[src/rtl/ltpi_data_channel_controller_mm_if.sv]
// ltpi_data_channel_controller_mm_if: shared LTPI data-channel types and the Avalon-MM slave bundle
package ltpi_dc_pkg;
  localparam int TIMER_1MS_60MHZ = 60000;
  typedef enum logic [3:0] {
    READ_REQ   = 4'd0,
    WRITE_REQ  = 4'd1,
    READ_COMP  = 4'd2,
    WRITE_COMP = 4'd3,
    CRC_ERROR  = 4'd4
  } data_chnl_cmd_t;
  typedef enum logic [3:0] {
    link_cdr_st,
    link_speed_st,
    link_cfg_st,
    link_accept_st,
    operational_st,
    link_fault_st
  } link_state_t;
  typedef struct packed {
    logic [7:0]     tag;
    data_chnl_cmd_t command;
    logic [31:0]    address;
    logic [3:0]     operation_status;
    logic [3:0]     byte_en;
    logic [31:0]    data;
  } Data_channel_payload_t;
endpackage

interface ltpi_data_channel_controller_mm_if;
  logic [31:0] avs_address;
  logic        avs_read;
  logic        avs_write;
  logic [31:0] avs_writedata;
  logic [3:0]  avs_byteenable;
  logic        avs_waitrequest;
  logic [31:0] avs_readdata;
  logic        avs_readdatavalid;
  logic        avs_writeresponsevalid;
  logic [1:0]  avs_response;
  modport slave (
    input  avs_address, avs_read, avs_write, avs_writedata, avs_byteenable,
    output avs_waitrequest, avs_readdata, avs_readdatavalid, avs_writeresponsevalid, avs_response
  );
  modport master (
    output avs_address, avs_read, avs_write, avs_writedata, avs_byteenable,
    input  avs_waitrequest, avs_readdata, avs_readdatavalid, avs_writeresponsevalid, avs_response
  );
endinterface

[src/rtl/ltpi_data_channel_controller_mm.sv]
// ltpi_data_channel_controller_mm: bridges one Avalon-MM command at a time onto the LTPI data channel
module ltpi_data_channel_controller_mm
  import ltpi_dc_pkg::*;
#(
  parameter int TIMEOUT_CYCLES = TIMER_1MS_60MHZ
) (
  input  logic                  clk,
  input  logic                  reset,
  input  logic                  data_channel_rst,
  ltpi_data_channel_controller_mm_if.slave mm,
  output Data_channel_payload_t req,
  output logic                  req_valid,
  input  logic                  req_ack,
  input  Data_channel_payload_t payload_i,
  input  logic                  payload_i_valid,
  input  logic                  frm_crc_error,
  input  link_state_t           local_link_state
);
  typedef enum logic [1:0] {IDLE, SEND, WAIT_RESP, COMPLETE} state_t;

  state_t      state;
  logic [7:0]  tag;
  logic [31:0] cnt;
  logic        op_wr;
  logic        arst, link_up, start, cmd_ok, hit, fin;
  logic [1:0]  fin_resp;
  logic [31:0] fin_data;

  function automatic logic [31:0] expand(input logic [3:0] b);
    return {{8{b[3]}}, {8{b[2]}}, {8{b[1]}}, {8{b[0]}}};
  endfunction

  assign arst     = reset | data_channel_rst;
  assign link_up  = local_link_state == operational_st;
  assign mm.avs_waitrequest = !(state == IDLE && link_up);
  assign start    = state == IDLE && link_up && (mm.avs_write || mm.avs_read);
  assign cmd_ok   = payload_i.command == CRC_ERROR ||
                    payload_i.command == (op_wr ? WRITE_COMP : READ_COMP);
  assign hit      = payload_i_valid && !frm_crc_error && payload_i.tag == tag && cmd_ok;
  // A link drop outranks a same-cycle response; a response outranks the timeout
  assign fin      = (state == SEND && !link_up) ||
                    (state == WAIT_RESP && (!link_up || hit || cnt == 32'(TIMEOUT_CYCLES - 1)));
  assign fin_resp = (!link_up || !hit) ? 2'b11 :
                    (payload_i.command == CRC_ERROR || payload_i.operation_status != '0) ? 2'b10 : 2'b00;
  assign fin_data = fin_resp == 2'b00 ? payload_i.data & expand(req.byte_en) : '0;

  always_ff @(posedge clk or posedge arst)
    if (arst) begin
      state                     <= IDLE;
      req                       <= '0;
      req_valid                 <= 1'b0;
      tag                       <= '0;
      cnt                       <= '0;
      op_wr                     <= 1'b0;
      mm.avs_readdatavalid      <= 1'b0;
      mm.avs_writeresponsevalid <= 1'b0;
      mm.avs_response           <= '0;
      mm.avs_readdata           <= '0;
    end else begin
      mm.avs_readdatavalid      <= 1'b0;
      mm.avs_writeresponsevalid <= 1'b0;
      if (fin) begin
        state                     <= COMPLETE;
        req_valid                 <= 1'b0;
        mm.avs_readdatavalid      <= !op_wr;
        mm.avs_writeresponsevalid <= op_wr;
        mm.avs_response           <= fin_resp;
        mm.avs_readdata           <= fin_data;
      end else
        case (state)
          IDLE:
            if (start) begin
              op_wr                <= mm.avs_write;
              req.tag              <= tag;
              req.command          <= mm.avs_write ? WRITE_REQ : READ_REQ;
              req.address          <= mm.avs_address;
              req.operation_status <= '0;
              req.byte_en          <= mm.avs_byteenable;
              req.data             <= mm.avs_write ? mm.avs_writedata & expand(mm.avs_byteenable) : '0;
              req_valid            <= 1'b1;
              state                <= SEND;
            end
          SEND:
            if (req_ack) begin
              req_valid <= 1'b0;
              cnt       <= '0;
              state     <= WAIT_RESP;
            end
          WAIT_RESP: cnt <= cnt + 32'd1;
          COMPLETE: begin
            tag   <= tag + 8'd1;
            state <= IDLE;
          end
        endcase
    end
endmodule

[src/flat_wrapper.sv]
// flat-port wrapper written by rule: the top's interface ports become plain ports
module ltpi_data_channel_controller_mm_flat import ltpi_dc_pkg::*;
#(
  parameter int TIMEOUT_CYCLES = TIMER_1MS_60MHZ
)
  (clk, reset, data_channel_rst, req, req_valid, req_ack, payload_i, payload_i_valid, frm_crc_error, local_link_state, mm_avs_address, mm_avs_read, mm_avs_write, mm_avs_writedata, mm_avs_byteenable, mm_avs_waitrequest, mm_avs_readdata, mm_avs_readdatavalid, mm_avs_writeresponsevalid, mm_avs_response);
  ltpi_data_channel_controller_mm_if mm_i ();
  input  logic clk;
  input  logic reset;
  input  logic data_channel_rst;
  output Data_channel_payload_t req;
  output logic req_valid;
  input  logic req_ack;
  input  Data_channel_payload_t payload_i;
  input  logic payload_i_valid;
  input  logic frm_crc_error;
  input  link_state_t local_link_state;
  input wire logic [$bits(mm_i.avs_address)-1:0] mm_avs_address;
  input wire logic [$bits(mm_i.avs_read)-1:0] mm_avs_read;
  input wire logic [$bits(mm_i.avs_write)-1:0] mm_avs_write;
  input wire logic [$bits(mm_i.avs_writedata)-1:0] mm_avs_writedata;
  input wire logic [$bits(mm_i.avs_byteenable)-1:0] mm_avs_byteenable;
  output wire logic [$bits(mm_i.avs_waitrequest)-1:0] mm_avs_waitrequest;
  output wire logic [$bits(mm_i.avs_readdata)-1:0] mm_avs_readdata;
  output wire logic [$bits(mm_i.avs_readdatavalid)-1:0] mm_avs_readdatavalid;
  output wire logic [$bits(mm_i.avs_writeresponsevalid)-1:0] mm_avs_writeresponsevalid;
  output wire logic [$bits(mm_i.avs_response)-1:0] mm_avs_response;
  assign mm_i.avs_address = mm_avs_address;
  assign mm_i.avs_read = mm_avs_read;
  assign mm_i.avs_write = mm_avs_write;
  assign mm_i.avs_writedata = mm_avs_writedata;
  assign mm_i.avs_byteenable = mm_avs_byteenable;
  assign mm_avs_waitrequest = mm_i.avs_waitrequest;
  assign mm_avs_readdata = mm_i.avs_readdata;
  assign mm_avs_readdatavalid = mm_i.avs_readdatavalid;
  assign mm_avs_writeresponsevalid = mm_i.avs_writeresponsevalid;
  assign mm_avs_response = mm_i.avs_response;
  ltpi_data_channel_controller_mm #(.TIMEOUT_CYCLES(TIMEOUT_CYCLES)) u_core (.clk(clk), .reset(reset), .data_channel_rst(data_channel_rst), .mm(mm_i), .req(req), .req_valid(req_valid), .req_ack(req_ack), .payload_i(payload_i), .payload_i_valid(payload_i_valid), .frm_crc_error(frm_crc_error), .local_link_state(local_link_state));
endmodule
[config.mk]
export PLATFORM = sky130hd
export DESIGN_NAME = ltpi_data_channel_controller_mm_flat
export DESIGN_NICKNAME = d
export VERILOG_FILES = /design/src/rtl/ltpi_data_channel_controller_mm_if.sv /design/src/rtl/ltpi_data_channel_controller_mm.sv /design/src/flat_wrapper.sv
export SDC_FILE = /design/constraint.sdc
export NUM_CORES = 1
export LEC_CHECK = 0
export CAP_MARGIN = 0
export CELL_PAD_IN_SITES_DETAIL_PLACEMENT = 1
export CELL_PAD_IN_SITES_GLOBAL_PLACEMENT = 2
export CORE_AREA = 2 2 225 116
export DETAILED_ROUTE_END_ITERATION = 12
export DIE_AREA = 0 0 227 118
export GPL_ROUTABILITY_DRIVEN = 0
export PLACE_DENSITY_LB_ADDON = 0.1
export SYNTH_ARGS = -nofsm -noshare
export SYNTH_HDL_FRONTEND = slang
export SYNTH_SLANG_ARGS = --single-unit
[constraint.sdc]
create_clock -name clk -period 23.5 [get_ports clk]
set_clock_uncertainty 0.15 [all_clocks]
set_input_delay 3.525 -clock clk [delete_from_list [all_inputs] [get_ports clk]]
set_output_delay 3.525 -clock clk [all_outputs]
set_load 0.05 [all_outputs]
==> flow_summary.json, run 1 <==
{
  "grt_start_max_net_pins": 76,
  "slowest_stage": "sky130_fd_sc_hd__clkdlybuf4s50_1",
  "cp.arrival_ns": 5.95,
  "setup-violations-final": 0,
  "clkLatencyLatePin_ns": 0.44,
  "p_sw_mw": 0.449,
  "postSynthRegisterBits": 156,
  "io_buffer_count": 242,
  "synth_enable_flop_cells": 0,
  "fin_crit_sh": 0.409,
  "ys_async_sr_fraction": 1.00,
  "critPathMaxStageDelay_ns": 0.73,
  "critPathTopFamily": "buffers and inverters",
  "worstSetupStartpointType": "input port",
  "crit_path_cell_trace": "clkdlybuf4s50_1, or4b_1, nor3_2, inv_1, clkdlybuf4s50_1",
  "ys.flop_type": "sky130_fd_sc_hd__dfrtp_1",
  "io-pin-count": 286,
  "p_per_area_mw_per_mm2": 111,
  "power.share.sequential": 0.348,
  "antenna_found_initial": 0,
  "mostFrequentLayoutCells": "242 x sky130_fd_sc_hd__clkdlybuf4s50_1, 156 x sky130_fd_sc_hd__dfrtp_1, 147 x sky130_fd_sc_hd__nand2_1",
  "ctsResizeCount": 0,
  "synth_area_per_cell_um2": 10.7,
  "route.detailed.vias_per_inst": 4.66,
  "yosysSeqAreaShare": 0.589,
  "final_core_utilization": 0.401,
  "grt_pass1_wl_um": 36000,
  "postCtsSetupBuffers": 0,
  "drt-initial-drc-count": 317,
  "synth_largest_area_cell": "sky130_fd_sc_hd__dfrtp_1",
  "final.fill_count": 2779,
  "antenna_cells": 0,
  "chipWidth_um": 227,
  "clk_root_buffer_cell": "sky130_fd_sc_hd__clkbuf_16",
  "yosys.area.top_type_share": 0.589,
  "layout.nets": 1021,
  "num_cts_buffers": 17,
  "cp_common_cell": "sky130_fd_sc_hd__clkdlybuf4s50_1",
  "cts_max_level": 4,
  "worst_slew_pin_slew_ns": 1.08,
  "max_cap_violation_count": 0,
  "drive_above_1_share": 0.0531,
  "grt_remaining_overflow": 0,
  "power.share.clock": 0.261,
  "via_count_of_the_first_global_routing_pass": 6123,
  "crit_path_max_fanout": 8,
  "cp.buffers_inverters": 3,
  "synthSimpleGateAreaFrac": 0.202,
  "irDropWorstVdd_v": 0.0000549,
  "run_status": "complete, no violations",
  "yosysWarnings": 0,
  "effective_utilization_at_floorplan": 0.267,
  "ys_top_cells_by_area": "sky130_fd_sc_hd__dfrtp_1 59%, sky130_fd_sc_hd__a22o_1 8.6%, sky130_fd_sc_hd__nand2_1 8.3%, sky130_fd_sc_hd__xnor2_1 2.5%, sky130_fd_sc_hd__xor2_1 2.0%",
  "category_of_the_most_critical_setup_path": "input port to output port",
  "clk_pin_slew_ns": 0.06,
  "dp_hpwl_um": 17200,
  "synthMuxAreaShare": 0.00170,
  "power.share.combinational": 0.391,
  "leakage_nw": 4.44,
  "synth_cell_types": 49,
  "fp.coreArea_mm2": 0.0248,
  "vias": 5649,
  "synth.cell_area_mm2": 0.00662,
  "final_hold_viol_count": 0,
  "fp-row-count": 41,
  "yosys.area_share.xor_xnor": 0.0450,
  "synthesized_area_fraction_occupied_by_ao_oa_aoi_and_oai_cells": 0.120,
  "swShare": 0.405,
  "cell_internal_pwr_mw": 0.658,
  "first_drt_pass_iteration_count": 4,
  "crit_required_ns": 19.83,
  "rsz0062_at_grt": "false",
  "cts-hold-fix-buffers": 0,
  "die_area_mm2": 0.0268,
  "synthToLayoutAreaGrowth_pct": 50.4,
  "slew-limit-headroom": 0.283,
  "timing.reg2reg.setup_slack_ns": 20.41,
  "final_period_minus_worst_setup_slack_ns": 9.62,
  "routedWlPerCell_um": 19.0,
  "worstSetupEndpointType": "output port",
  "max-clock-path-buffers": 2,
  "dominant_combinational_cell_family_by_area_after_synthesis": "simple AND/OR/NAND/NOR gates",
  "clock_tree_from_tritoncts": "yes",
  "grt.total_usage": 0.177,
  "maxClockFrequency_ghz": 0.104,
  "timing.final.max_slew_violations": 0,
  "cell_count_after_synthesis": 621,
  "worst_hold_path_type": "register to register",
  "fin_tns_setup_ns": 0,
  "synthAdderAreaFrac": 0.00378,
  "cts.sinks": 156,
  "p_total_mw": 1.11,
  "route.detailed.drc": 0,
  "dieHeight_um": 118,
  "wl_um": 23000,
  "most_common_cell_after_layout_fill_and_taps_aside": "sky130_fd_sc_hd__clkdlybuf4s50_1",
  "number_of_routed_nets_with_antenna_violations": 0
}
[worst min-delay path: stages, from the launching register on]
cell                      delay [ns]
sky130_fd_sc_hd__dfrtp_1        0.34
sky130_fd_sc_hd__nand2_1        0.05
sky130_fd_sc_hd__nand2_1        0.05
[cell type report]
cell class / count / area, um2 / share of cell area
Sequential cell: 156 / 3900 / 0.392
Multi-Input combinational cell: 420 / 2510 / 0.252
Timing Repair Buffer: 248 / 2470 / 0.248
Clock buffer: 24 / 462 / 0.0464
Tap cell: 344 / 430 / 0.0432
Clock inverter: 7 / 139 / 0.0139
Inverter: 12 / 45.0 / 0.00452
[cell families (layout without fill, tap and decap cells)]
kind of cell / after synthesis / in the layout
xor gates and xnor gates: 34 / 34
other: 1 / 7
AOI/OAI and AO/OA: 100 / 100
adders and majority gates: 2 / 2
DFF: 156 / 156
buffers and inverters: 51 / 291
and+or+nand+nor: 276 / 276
muxes: 1 / 1
[registers in the layout, indices dropped and copies added, names as in the netlist]
| name | count |
|---|---|
| u_core.mm.avs_readdatavalid | 1 |
| u_core.cnt | 32 |
| u_core.tag | 8 |
| u_core.req_valid | 1 |
| u_core.mm.avs_response | 2 |
| u_core.state | 2 |
| u_core.mm.avs_writeresponsevalid | 1 |
| u_core.mm.avs_readdata | 32 |
| u_core.req | 77 |
[power groups by stage]
stage                     combinational (mW)  clock, mW  sequential, mW
after floorplan                       0.0983          0           0.551
after global placement                 0.429          0           0.385
after detailed placement               0.438          0           0.389
after CTS                              0.438      0.296           0.387
after global routing                   0.458      0.307           0.395
final                                  0.433      0.289           0.385
[cells in the mapped netlist (2+ instances only)]
| cell type | instances |
|---|---|
| sky130_fd_sc_hd__a22o_1 | 65 |
| sky130_fd_sc_hd__nand2_1 | 147 |
| sky130_fd_sc_hd__nor3_1 | 10 |
| sky130_fd_sc_hd__or4_1 | 4 |
| sky130_fd_sc_hd__and4_1 | 5 |
| sky130_fd_sc_hd__o21a_1 | 3 |
| sky130_fd_sc_hd__and2_1 | 5 |
| sky130_fd_sc_hd__or3_1 | 2 |
| sky130_fd_sc_hd__ha_1 | 2 |
| sky130_fd_sc_hd__nor4b_1 | 5 |
| sky130_fd_sc_hd__a31o_2 | 2 |
| sky130_fd_sc_hd__xor2_1 | 15 |
| sky130_fd_sc_hd__o31ai_1 | 3 |
| sky130_fd_sc_hd__nor3b_1 | 4 |
| sky130_fd_sc_hd__nor2b_1 | 2 |
| sky130_fd_sc_hd__and3_1 | 12 |
| sky130_fd_sc_hd__buf_2 | 18 |
| sky130_fd_sc_hd__xnor2_1 | 19 |
| sky130_fd_sc_hd__nand4_1 | 12 |
| sky130_fd_sc_hd__nand2b_1 | 3 |
| sky130_fd_sc_hd__buf_4 | 8 |
| sky130_fd_sc_hd__a21oi_1 | 9 |
| sky130_fd_sc_hd__nor2_1 | 28 |
| sky130_fd_sc_hd__dfrtp_1 | 156 |
| sky130_fd_sc_hd__nor4_1 | 10 |
| sky130_fd_sc_hd__o211ai_1 | 3 |
| sky130_fd_sc_hd__nand3_1 | 18 |
| sky130_fd_sc_hd__inv_1 | 11 |
| sky130_fd_sc_hd__o21ai_0 | 6 |
| sky130_fd_sc_hd__a31oi_1 | 3 |
| sky130_fd_sc_hd__clkbuf_1 | 12 |
| sky130_fd_sc_hd__nand3_2 | 2 |
[layer usage]
layer | GRT usage | part of all wire | vias to the layer above
met5 | 0 | 0 | -
met4 | 0.0421 | 0.0084 | 0
met3 | 0.0667 | 0.084 | 14
met2 | 0.263 | 0.43 | 180
met1 | 0.241 | 0.48 | 2844
li1 | - | - | 2611
[stage by stage]
stage	hold WS, ns	cells	instance area [um2]	setup WS [ns]
global route	0.354	1211	9960	13.77
detailed placement	0.321	1180	9360	13.85
global placement	0.307	1180	9360	13.89
finish	0.327	1211	9960	13.88
CTS	0.337	1211	9960	13.87
floorplan	0.329	627	6650	10.56
[final timing paths]
check / start / to / cells after the start
min in group asynchronous: reset / u_core.mm.avs_readdata[5]$_DFFE_PP0P_ / 2
worst min-delay path: u_core.req[64]$_DFFE_PP0P_ / u_core.req[64]$_DFFE_PP0P_ / 2
worst max register to register: u_core.cnt[2]$_DFFE_PP0P_ / u_core.cnt[25]$_DFFE_PP0P_ / 6
worst min register to register: u_core.req[64]$_DFFE_PP0P_ / u_core.req[64]$_DFFE_PP0P_ / 2
max in group asynchronous: data_channel_rst / u_core.cnt[27]$_DFFE_PP0P_ / 4
worst max-delay path: local_link_state[1] / mm_avs_waitrequest / 5
Note: power is estimated with default switching activity, not from simulation.
==> inputs of run 2 (changes only) <==
Settings changed: CORE_AREA 2 2 225 116 to 2 2 243 125, DIE_AREA 0 0 227 118 to 0 0 245 127.
Clock period 23.5 ns to 8.4 ns, I/O delays scaled along.
==> flow_summary.json, run 2 (synthesis results as in run 1) <==
{
  "largest_register": "u_core.req",
  "reg2reg_from": "u_core.tag[4]$_DFFE_PP0P_",
  "number_of_routed_nets_with_antenna_violations": 0,
  "max-clock-path-buffers": 2,
  "first_drt_pass_iteration_count": 4,
  "critPathMaxStageDelay_ns": 0.74,
  "vias": 5536,
  "crit_path_cell_trace": "clkdlybuf4s50_1, or4b_1, nor3_2, inv_1, clkdlybuf4s50_1",
  "antenna_found_initial": 1,
  "cp.buffers_inverters": 3,
  "grt_start_max_net_pins": 157,
  "clk_root_buffer_cell": "sky130_fd_sc_hd__clkbuf_16",
  "irDropWorstVdd_v": 0.000173,
  "fin_tns_setup_ns": 0,
  "io_buffer_count": 242,
  "worst_hold_path_type": "register to register",
  "route.detailed.vias_per_inst": 4.41,
  "run_status": "complete, no violations",
  "postCtsSetupBuffers": 0,
  "ctsResizeCount": 0,
  "cp_common_cell": "sky130_fd_sc_hd__clkdlybuf4s50_1",
  "worst_slew_pin_slew_ns": 1.08,
  "final.fill_count": 3170,
  "max_cap_violation_count": 0,
  "io-pin-count": 286,
  "wl_um": 22800,
  "clock_tree_from_tritoncts": "yes",
  "worst_hold_startpoint": "u_core.req[65]$_DFFE_PP0P_",
  "cts-hold-fix-buffers": 0,
  "fp.coreArea_mm2": 0.0288,
  "dieHeight_um": 127,
  "layout.nets": 1019,
  "clk_pin_slew_ns": 0.06,
  "drive_above_1_share": 0.0567,
  "antenna_cells": 0,
  "cp.arrival_ns": 3.82,
  "synthToLayoutAreaGrowth_pct": 52.1,
  "critical_path.reg2reg.endpoint": "u_core.mm.avs_readdata[14]$_DFFE_PP0P_",
  "slowest_stage": "sky130_fd_sc_hd__clkdlybuf4s50_1",
  "via_count_of_the_first_global_routing_pass": 6189,
  "p_per_area_mw_per_mm2": 311,
  "cts.sinks": 156,
  "cts_max_level": 4,
  "chipWidth_um": 245,
  "grt_remaining_overflow": 0,
  "routedWlPerCell_um": 18.2,
  "worstSetupEndpointType": "output port",
  "dp_hpwl_um": 15900,
  "setup-violations-final": 0,
  "category_of_the_most_critical_setup_path": "input port to output port",
  "final_hold_viol_count": 0,
  "hold_depth": 2,
  "worstSetupStartpointType": "input port",
  "maxClockFrequency_ghz": 0.191,
  "die_area_mm2": 0.0311,
  "slew-limit-headroom": 0.281,
  "clkLatencyLatePin_ns": 0.44,
  "final_period_minus_worst_setup_slack_ns": 5.23,
  "num_cts_buffers": 17,
  "r2r.worst_path.cells": 6,
  "final_core_utilization": 0.350,
  "grt.total_usage": 0.152,
  "hold_end": "u_core.req[65]$_DFFE_PP0P_",
  "effective_utilization_at_floorplan": 0.230,
  "grt_pass1_wl_um": 36000,
  "rsz0062_at_grt": "false",
  "drt-initial-drc-count": 151,
  "leakage_nw": 4.46,
  "largest_register_ffs": 77,
  "mostFrequentLayoutCells": "242 x sky130_fd_sc_hd__clkdlybuf4s50_1, 156 x sky130_fd_sc_hd__dfrtp_1, 147 x sky130_fd_sc_hd__nand2_1",
  "critPathTopFamily": "simple AND/OR/NAND/NOR gates",
  "crit_path_max_fanout": 8,
  "fin_crit_sh": 0.623,
  "timing.reg2reg.setup_slack_ns": 5.51,
  "route.detailed.drc": 0,
  "fp-row-count": 44,
  "timing.final.max_slew_violations": 0,
  "top_flop_regs": "u_core.req (77), u_core.cnt (32), u_core.mm.avs_readdata (32)",
  "most_common_cell_after_layout_fill_and_taps_aside": "sky130_fd_sc_hd__clkdlybuf4s50_1",
  "crit_required_ns": 6.99
}
run 2: metrics by stage:
step / setup WS [ns] / total power [mW] / hold WS, ns / cells / cell area [um2]
after global placement: 3.12 / 2.29 / 0.307 / 1225 / 9420
after detailed placement: 3.14 / 2.30 / 0.312 / 1225 / 9420
final: 3.17 / 3.14 / 0.323 / 1255 / 10100
after floorplan: 1.43 / 1.82 / 0.329 / 627 / 6650
after global routing: 3.01 / 3.29 / 0.358 / 1255 / 10100
after CTS: 3.12 / 3.19 / 0.328 / 1255 / 10100
run 2: power by group:
part           switching [mW]  leakage, nW  internal [mW]
sequential              0.129         2.09          0.927
combinational           0.803         2.05          0.409
clock                   0.318        0.324          0.549
total                    1.25         4.46           1.88
run 2: worst reg2reg max path, cell delays in order (launching register included):
cell,delay [ns]
sky130_fd_sc_hd__dfrtp_1,0.45
sky130_fd_sc_hd__xor2_1,0.19
sky130_fd_sc_hd__nor4b_1,0.49
sky130_fd_sc_hd__nand4_1,0.37
sky130_fd_sc_hd__a31oi_1,0.50
sky130_fd_sc_hd__a21oi_4,0.27
sky130_fd_sc_hd__a22o_1,0.35
run 2: routing by layer:
metal	track usage	vias up	share of wire
met5	0	-	0
met4	0.0438	0	0.013
met3	0.0431	23	0.038
met2	0.269	68	0.52
met1	0.180	2838	0.42
li1	-	2607	-
run 2: final cells by class:
class,instances,area (um2),share of cell area
flip-flops and latches,156,3900,0.387
multi-input cells,420,2520,0.250
repair buffers,246,2460,0.245
clock buffers,24,522,0.0518
well taps,391,489,0.0486
clock inverters,6,130,0.0129
inverters,12,45.0,0.00447
run 2: worst max-delay path by stage:
stage               depth (start not counted)  slack, ns                         to                start
global placement                            5       3.12         mm_avs_waitrequest  local_link_state[1]
finish                                      5       3.17         mm_avs_waitrequest  local_link_state[1]
CTS                                         5       3.12         mm_avs_waitrequest  local_link_state[1]
global route                                5       3.01         mm_avs_waitrequest  local_link_state[1]
floorplan                                   1       1.43  u_core.cnt[0]$_DFFE_PP0P_     data_channel_rst
detailed placement                          5       3.14         mm_avs_waitrequest  local_link_state[1]
==> inputs of run 3 (changes only) <==
Settings changed: CORE_AREA 2 2 243 125 to 2 2 234 121, DIE_AREA 0 0 245 127 to 0 0 236 123.
Clock period 8.4 ns to 4.9 ns, I/O delays scaled along.
==> flow_summary.json, run 3 (synthesis results as in run 1) <==
{
  "fin_crit_sh": 0.790,
  "crit_required_ns": 4.01,
  "mostFrequentLayoutCells": "242 x sky130_fd_sc_hd__clkdlybuf4s50_1, 156 x sky130_fd_sc_hd__dfrtp_1, 147 x sky130_fd_sc_hd__nand2_1",
  "route.detailed.vias_per_inst": 4.58,
  "chipWidth_um": 236,
  "crit_path_max_fanout": 8,
  "io_buffer_count": 242,
  "routedWlPerCell_um": 19.0,
  "clock_tree_from_tritoncts": "yes",
  "worstSetupStartpointType": "input port",
  "route.detailed.drc": 0,
  "worstSetupEndpointType": "output port",
  "max_cap_violation_count": 0,
  "die_area_mm2": 0.0290,
  "wl_um": 23300,
  "power.share.combinational": 0.402,
  "cts-hold-fix-buffers": 0,
  "power.share.sequential": 0.351,
  "via_count_of_the_first_global_routing_pass": 6087,
  "cell_internal_pwr_mw": 3.04,
  "max-clock-path-buffers": 2,
  "io-pin-count": 286,
  "grt_remaining_overflow": 0,
  "fp.coreArea_mm2": 0.0271,
  "vias": 5615,
  "power.share.clock": 0.246,
  "run_status": "complete, no violations",
  "ctsResizeCount": 0,
  "r2r.worst_path.cells": 7,
  "drt-initial-drc-count": 269,
  "top_flop_regs": "u_core.req (77), u_core.cnt (32), u_core.mm.avs_readdata (32)",
  "hold_end": "u_core.req[46]$_DFFE_PP0P_",
  "final.fill_count": 2966,
  "drive_above_1_share": 0.0554,
  "irDropWorstVdd_v": 0.000236,
  "postCtsSetupBuffers": 0,
  "fin_tns_setup_ns": 0,
  "largest_register_ffs": 77,
  "setup-violations-final": 0,
  "most_common_cell_after_layout_fill_and_taps_aside": "sky130_fd_sc_hd__clkdlybuf4s50_1",
  "worst_hold_path_type": "register to register",
  "category_of_the_most_critical_setup_path": "input port to output port",
  "effective_utilization_at_floorplan": 0.245,
  "synthToLayoutAreaGrowth_pct": 50.5,
  "clkLatencyLatePin_ns": 0.43,
  "timing.final.max_slew_violations": 0,
  "grt.total_usage": 0.162,
  "layout.nets": 1021,
  "worst_slew_pin_slew_ns": 1.11,
  "dp_hpwl_um": 17400,
  "leakage_nw": 4.42,
  "p_per_area_mw_per_mm2": 520,
  "multiInputGateArea_mm2": 0.00252,
  "worst_hold_startpoint": "u_core.req[46]$_DFFE_PP0P_",
  "number_of_routed_nets_with_antenna_violations": 0,
  "clk_root_buffer_cell": "sky130_fd_sc_hd__clkbuf_16",
  "reg2reg_from": "u_core.cnt[0]$_DFFE_PP0P_",
  "cts_max_level": 4,
  "grt_start_max_net_pins": 77,
  "num_cts_buffers": 17,
  "placed_cells": 1196,
  "final_hold_viol_count": 0,
  "swShare": 0.414,
  "clk_pin_slew_ns": 0.06,
  "critical_path.reg2reg.endpoint": "u_core.cnt[24]$_DFFE_PP0P_",
  "hold_depth": 2,
  "cp.arrival_ns": 2.98,
  "fp-row-count": 43,
  "grt_pass1_wl_um": 35600,
  "antenna_cells": 0,
  "final-instance-count-excl-fill": 1226,
  "maxClockFrequency_ghz": 0.258,
  "antenna_found_initial": 1,
  "cts.sinks": 156,
  "rsz0062_at_grt": "false",
  "final_period_minus_worst_setup_slack_ns": 3.87,
  "first_drt_pass_iteration_count": 4,
  "slew-limit-headroom": 0.262,
  "sequential_cell_area_mm2": 0.00390,
  "dieHeight_um": 123,
  "timing.reg2reg.setup_slack_ns": 1.94,
  "largest_register": "u_core.req",
  "p_sw_mw": 2.14
}
[run 3: cell types whose count changed in the layout (fill, tap and decap cells not counted)]
cell	previous run	this run
sky130_fd_sc_hd__clkbuf_8	7	4
sky130_fd_sc_hd__buf_4	3	4
sky130_fd_sc_hd__bufinv_16	4	1
sky130_fd_sc_hd__clkinvlp_4	0	3
sky130_fd_sc_hd__clkbuf_1	0	3
sky130_fd_sc_hd__buf_12	1	2
[run 3: power by group through the flow]
stage	registers, mW	logic [mW]	clock network (mW)
global placement	1.82	2.08	0
CTS	1.83	2.11	1.32
floorplan	2.64	0.472	0
global route	1.87	2.20	1.37
detailed placement	1.84	2.11	0
finish	1.82	2.08	1.28
[run 3: final cells by class]
cell class	count	share of cell area
inverter	12	0.00452
clock inverter	6	0.00628
tap	360	0.0452
multi-input combinational	420	0.253
timing repair buffer	248	0.250
clock buffer	24	0.0493
sequential	156	0.392
[run 3: stage by stage]
stage | area [um2] | util | worst slack (ns) | power, mW | hold WS, ns
finish | 9970 | 0.368 | 1.03 | 5.18 | 0.328
global route | 9970 | 0.368 | 0.947 | 5.44 | 0.360
CTS | 9970 | 0.368 | 1.01 | 5.26 | 0.332
detailed placement | 9410 | 0.348 | 1.02 | 3.95 | 0.316
global placement | 9410 | 0.348 | 1.01 | 3.90 | 0.307
floorplan | 6650 | - | 0.970 | 3.11 | 0.329
[run 3: worst max-delay path, stage by stage]
cell and delay, ns:
sky130_fd_sc_hd__clkdlybuf4s50_1 0.42, sky130_fd_sc_hd__or4b_1 0.71, sky130_fd_sc_hd__nor3_2 0.17, sky130_fd_sc_hd__buf_4 0.19
sky130_fd_sc_hd__inv_1 0.05, sky130_fd_sc_hd__clkdlybuf4s50_1 0.69
[run 3: how the worst max path moves through the flow]
stage,to,slack (ns),cells past startpoint,start
after floorplan,u_core.cnt[0]$_DFFE_PP0P_,0.97,1,data_channel_rst
after global placement,mm_avs_waitrequest,1.01,6,local_link_state[1]
after detailed placement,mm_avs_waitrequest,1.02,6,local_link_state[1]
after CTS,mm_avs_waitrequest,1.01,6,local_link_state[1]
after global routing,mm_avs_waitrequest,0.95,6,local_link_state[1]
final,mm_avs_waitrequest,1.03,6,local_link_state[1]
[run 3: metal layers]
metal,share of wire,vias up,wire (um),global-route usage
li1,-,2616,-,-
met1,0.47,2861,10900,0.213
met2,0.46,116,10600,0.254
met3,0.065,22,1510,0.0578
met4,0.014,0,323,0.0462
met5,0,-,0,0
